$ cat src/rtl/sort_stream_tx.sv
// Streams a captured sorter result array out over a valid/ready interface,
// one element per cycle, flagging frames that are not non-decreasing.
module sort_stream_tx #(
  parameter int DATA_WIDTH = 8,
  parameter int ADDR_WIDTH = 4
) (
  input  logic                                          clk,
  input  logic                                          reset,
  input  logic                                          load,
  input  logic [(1<<ADDR_WIDTH)-1:0][DATA_WIDTH-1:0]    sorted_array,
  input  logic [ADDR_WIDTH:0]                           count,
  output logic [DATA_WIDTH-1:0]                         out_data,
  output logic [ADDR_WIDTH-1:0]                         out_index,
  output logic                                          out_valid,
  input  logic                                          out_ready,
  output logic                                          out_last,
  output logic                                          busy,
  output logic                                          done,
  output logic                                          order_err
);
  localparam int unsigned       DEPTH     = 1 << ADDR_WIDTH;
  localparam logic [ADDR_WIDTH:0] DEPTH_CNT = (ADDR_WIDTH+1)'(DEPTH);

  typedef enum logic [1:0] {IDLE, SEND, FINISH} state_t;

  state_t                              state, state_next;
  logic [DEPTH-1:0][DATA_WIDTH-1:0]    mem;
  logic [ADDR_WIDTH:0]                 cnt, cnt_eff;
  logic [ADDR_WIDTH-1:0]               idx;
  logic                                capture, xfer, at_last, unsorted;

  assign capture = (state == IDLE) && load;
  assign xfer    = (state == SEND) && out_ready;
  assign cnt_eff = (count > DEPTH_CNT) ? DEPTH_CNT : count;
  assign at_last = ({1'b0, idx} == (cnt - (ADDR_WIDTH+1)'(1)));

  // Only adjacent pairs inside the effective count participate in the check.
  always_comb begin
    unsorted = 1'b0;
    for (int unsigned i = 1; i < DEPTH; i++) begin
      if (((ADDR_WIDTH+1)'(i) < cnt_eff) &&
          (sorted_array[ADDR_WIDTH'(i)] < sorted_array[ADDR_WIDTH'(i-1)]))
        unsorted = 1'b1;
    end
  end

  always_ff @(posedge clk or negedge reset) begin
    if (!reset) state <= IDLE;
    else        state <= state_next;
  end

  always_comb begin
    state_next = state;
    case (state)
      IDLE:    if (load) state_next = (cnt_eff != '0) ? SEND : FINISH;
      SEND:    if (out_ready && at_last) state_next = FINISH;
      FINISH:  state_next = IDLE;
      default: state_next = IDLE;
    endcase
  end

  always_comb begin
    out_valid = (state == SEND);
    busy      = (state != IDLE);
    done      = (state == FINISH);
    out_data  = '0;
    out_index = '0;
    out_last  = 1'b0;
    if (state == SEND) begin
      out_data  = mem[idx];
      out_index = idx;
      out_last  = at_last;
    end
  end

  always_ff @(posedge clk or negedge reset) begin
    if (!reset) begin
      mem       <= '0;
      cnt       <= '0;
      idx       <= '0;
      order_err <= 1'b0;
    end else if (capture) begin
      mem       <= sorted_array;
      cnt       <= cnt_eff;
      idx       <= '0;
      order_err <= unsorted;
    end else if (xfer) begin
      idx <= idx + ADDR_WIDTH'(1);
    end
  end

endmodule

$ cat config.mk
export PLATFORM = sky130hd
export DESIGN_NAME = sort_stream_tx
export DESIGN_NICKNAME = d
export VERILOG_FILES = /design/src/rtl/sort_stream_tx.sv
export SDC_FILE = /design/constraint.sdc
export NUM_CORES = 1
export LEC_CHECK = 0
export ABC_AREA = 0
export BUFFER_PORTS_ARGS = -buffer_cell sky130_fd_sc_hd__buf_2
export CORE_UTILIZATION = 55
export DETAILED_ROUTE_END_ITERATION = 10
export GPL_TIMING_DRIVEN = 0
export PLACE_DENSITY = 0.78
export SYNTH_ARGS = -nofsm -noshare
export SYNTH_HDL_FRONTEND = slang
export SYNTH_SLANG_ARGS = --single-unit
$ cat constraint.sdc
create_clock -name clk -period 3.45 [get_ports clk]
set_input_delay 0.69 -clock clk [delete_from_list [all_inputs] [get_ports clk]]
set_output_delay 0.69 -clock clk [all_outputs]
set_load 0.1 [all_outputs]
==> parameters.txt <==
Parameter                              Value

Run status
  Status    completed

Power
  Net switching share of the total power    0.427
  Part of the power in registers    0.316
  Power per unit of standard cell area    850 mW/mm^2
  Worst supply voltage drop on vdd    981 uV
  LEAKAGE    5.60 nW
  Sw Pwr    roughly 3.9 mW
  Cell-internal power    around 5.2 mW
  Combinational group share of total power    0.473
  Clk pwr share    0.212

Logic synthesis
  Number of enable flip-flop cells after synthesis    0
  Post-Syn Instances    ~960
  Cell taking the most area after synthesis    sky130_fd_sc_hd__dfrtp_1
  Synthesized net count    1,202
  Proportion of synthesized flip-flops having asynchronous set or reset    1.00
  Top-count cell post-synth    sky130_fd_sc_hd__nand2_1
  Top cells by area, synth    sky130_fd_sc_hd__dfrtp_1 39%, sky130_fd_sc_hd__ha_1 15%, sky130_fd_sc_hd__nand2_1 8.1%
  Synth warnings    0
  Sequential area share after synthesis    0.389
  Most common library cells after synthesis    194 x sky130_fd_sc_hd__nand2_1, 140 x sky130_fd_sc_hd__dfrtp_1, 126 x sky130_fd_sc_hd__o21ai_0
  Number of distinct standard cells referenced by the synthesized netlist    between 40 and 50
  Avg Inst Size Synth    between 9 and 10 sq um
  Main synth FF type    sky130_fd_sc_hd__dfrtp_1
  Register bit count reported by yosys    between 100 and 150
  Post-Syn Area    approximately 0.0090 sq mm
  Top-area cell type share of the netlist area    0.389

Clock tree
  Clock tree from TritonCTS    yes
  Clock-pin slew reported for the worst setup and hold paths after clock tree synthesis    roughly 0.060 ns
  Post-CTS Setup Inserts    0
  Cts bufs inserted    17
  Deepest level of the CTS H-tree    4
  TritonCTS Sinks    140
  Insertion delay of the later-clocked pin in the worst-skew pair    0.43 ns
  Root buf cell    sky130_fd_sc_hd__clkbuf_16
  Number of buffers between clock root and the deepest sink    2

Drt
  M1 WL    approximately 11,000 microns
  Remaining number of nets flagged by the antenna check after routing    0
  Wirelength per Cell    20.1 microns
  Detailed route wirelength on metal3    between 2000 and 2500 microns
  Final WL    ~27,000 microns
  Post-route DRC violation count    0
  Highest layer used for signal routing    met4
  Drt initial violations    ~770
  Vias after detailed routing    between 8,000 and 9,000
  Met2 WL    around 13,000 microns
  TritonRoute pass-1 iters    5
  Routed vias/inst    just under 6

Worst setup path
  Internal reg-to-reg setup slack    roughly 1.4 ns
  Type of element capturing the critical path    output port
  Maximum fanout along the worst path    10
  Critical path class    register to output port
  Start point of the critical path    idx[0]$_DFFE_PN0P_
  Origin of the critical flop-to-flop path    state[0]$_DFFE_PN0P_
  Crit path to    out_data[0]
  Logic depth of the worst register-to-register path    5
  CP startpoint kind    register
  CP required    approximately 2.8 ns
  Data arrival at the endpoint of the critical path    roughly 2.7 ns
  FF-to-FF End    mem[5]$_DFFE_PN0P_

GRT
  Number of antenna violations at the first check in global routing    0
  GRT Overall Usage    0.340
  Overflow left after global routing    0
  First-pass GRT wire length    42,000 microns
  Largest net degree at the start of global routing    roughly 90
  Via count of the first global-routing pass    approximately 8,000

STA
  Min Tclk post-route    between 3 and 4 ns
  Pin slew with the least headroom to its limit    0.712 ns
  Highest attainable clock frequency    296 MHz
  Finish-stage setup viols    0
  Worst-case clock skew    roughly 0.0094 ns
  Final number of max-transition violations    0
  Final Hold Viols    0
  Relative slew margins    0.525
  Ratio of final minimum period to clock period    0.980

Floorplan
  Width of the die    roughly 130 microns
  Core region area    between 0.015 and 0.02 sq mm
  Site row count    46
  Initial Utilization    0.565
  Die ar.    around 0.017 sq mm
  Count of boundary I/O pins    about 150
  Die height    approximately 130 microns

Final layout
  Nets    1,372
  Post-layout instance area    around 0.011 sq mm
  Number of antenna cells inserted    0
  Number of cells in the finished layout apart from fillers    roughly 1,400
  Area delta synth->final    18.9%
  Proportion of layout cells with a drive suffix above 1    0.204

Place
  Weighted congestion reported at the end of routability-driven placement    0.968
  DPL Wire Length    between 20,000 and 25,000 microns
  # placed instances    ~1,300
  Total of buffers placed on input and output ports    150
  Post-detailed-placement cell area    approximately 0.01 sq mm

Min path
  Min-Delay Path Class    primary input to async pin

Flow run
  Max cap viols    0
[power groups by stage]
| stage | registers, mW | logic, mW | clock network, mW |
|---|---|---|---|
| 2_1_floorplan | 2.68 | 3.21 | 0 |
| 3_3_place_gp | 2.85 | 4.06 | 0 |
| 3_5_place_dp | 2.87 | 4.17 | 0 |
| 4_1_cts | 2.86 | 4.20 | 1.92 |
| 5_1_grt | 2.94 | 4.60 | 1.99 |
| 6_report | 2.87 | 4.30 | 1.93 |
[stage by stage]
| stage | util | TNS (ns) | setup WS (ns) | power [mW] | hold slack (ns) |
|---|---|---|---|---|---|
| after global routing | 0.672 | -0.00910 | -0.00910 | 9.54 | 0.253 |
| after global placement | 0.629 | -41.12 | -0.305 | 6.91 | 0.452 |
| final | 0.672 | 0 | 0.0680 | 9.10 | 0.219 |
| after CTS | 0.670 | 0 | 0.00237 | 8.98 | 0.233 |
| after floorplan | - | 0 | 0.479 | 5.89 | 0.394 |
| after detailed placement | 0.631 | 0 | 0.424 | 7.04 | 0.460 |
[flip-flops by register name, indices dropped and copies added, names as in the netlist]
name,count
cnt,5
state,2
idx,4
order_err,1
mem,128
[placed cells by master, fill, tap and decap left out, types with 4 or more instances in the layout]
master / count
sky130_fd_sc_hd__a211oi_1: 5
sky130_fd_sc_hd__a21o_1: 13
sky130_fd_sc_hd__a21oi_1: 28
sky130_fd_sc_hd__a221o_1: 6
sky130_fd_sc_hd__a31oi_1: 5
sky130_fd_sc_hd__and2_1: 14
sky130_fd_sc_hd__buf_1: 6
sky130_fd_sc_hd__buf_2: 147
sky130_fd_sc_hd__buf_4: 6
sky130_fd_sc_hd__buf_6: 5
sky130_fd_sc_hd__clkbuf_1: 28
sky130_fd_sc_hd__clkbuf_16: 17
sky130_fd_sc_hd__clkbuf_8: 4
sky130_fd_sc_hd__dfrtp_1: 140
sky130_fd_sc_hd__ha_1: 107
sky130_fd_sc_hd__inv_1: 112
sky130_fd_sc_hd__mux4_1: 5
sky130_fd_sc_hd__mux4_2: 30
sky130_fd_sc_hd__mux4_4: 5
sky130_fd_sc_hd__nand2_1: 194
sky130_fd_sc_hd__nand2b_1: 15
sky130_fd_sc_hd__nand3_1: 20
sky130_fd_sc_hd__nand4_1: 6
sky130_fd_sc_hd__nor2_1: 19
sky130_fd_sc_hd__nor3_1: 7
sky130_fd_sc_hd__nor4_1: 6
sky130_fd_sc_hd__o21ai_0: 126
sky130_fd_sc_hd__o221ai_1: 4
sky130_fd_sc_hd__o22ai_1: 6
sky130_fd_sc_hd__xnor2_1: 5
[layer usage]
metal,GRT usage,vias up
li1,-,3659
met1,0.445,3871
met2,0.553,414
met3,0.0832,62
met4,0.122,0
met5,0,-
[worst min-delay path by stage]
| stage | start | end | slack [ns] | cells after the start |
|---|---|---|---|---|
| after floorplan | reset | cnt[0]$_DFFE_PN0P_ | 0.39 | 0 |
| after global placement | mem[40]$_DFFE_PN0P_ | mem[40]$_DFFE_PN0P_ | 0.45 | 2 |
| after detailed placement | mem[8]$_DFFE_PN0P_ | mem[8]$_DFFE_PN0P_ | 0.46 | 2 |
| after CTS | reset | mem[27]$_DFFE_PN0P_ | 0.23 | 1 |
| after global routing | reset | mem[27]$_DFFE_PN0P_ | 0.25 | 1 |
| final | reset | mem[27]$_DFFE_PN0P_ | 0.22 | 1 |
[kinds of logic after synthesis]
family                     synth area share
adders and majority gates             0.149
buffers and inverters                0.0742
muxes                                 0.104
DFF                                   0.389
and+or+nand+nor                       0.143
xor gates and xnor gates            0.00681
AOI/OAI and AO/OA                     0.135
[worst max-delay path, cell delays in order (launching register included)]
cell                       delay, ns
sky130_fd_sc_hd__dfrtp_1        0.39
sky130_fd_sc_hd__buf_8          0.19
sky130_fd_sc_hd__buf_8          0.19
sky130_fd_sc_hd__mux4_1         0.58
sky130_fd_sc_hd__mux4_2         0.47
sky130_fd_sc_hd__and2_1         0.17
sky130_fd_sc_hd__clkbuf_4       0.27
[what timing repair did]
item | in CTS | in global routing
gates cloned | 0 | 0
pin swaps | 0 | 0
hold buffers | 0 | 0
endpoints found under the setup margin | 1 | 9
resized for setup | 1 | 15
[area by class of cell]
class | instances | area (sq um)
clock inverters | 10 | 139
multi-input cells | 658 | 4830
clock buffers | 21 | 480
plain buffers | 47 | 253
flip-flops and latches | 140 | 3500
fillers | 1286 | 5240
inverters | 113 | 424
repair buffers | 151 | 805
well taps | 216 | 270
(Power assumes the default switching activity.)
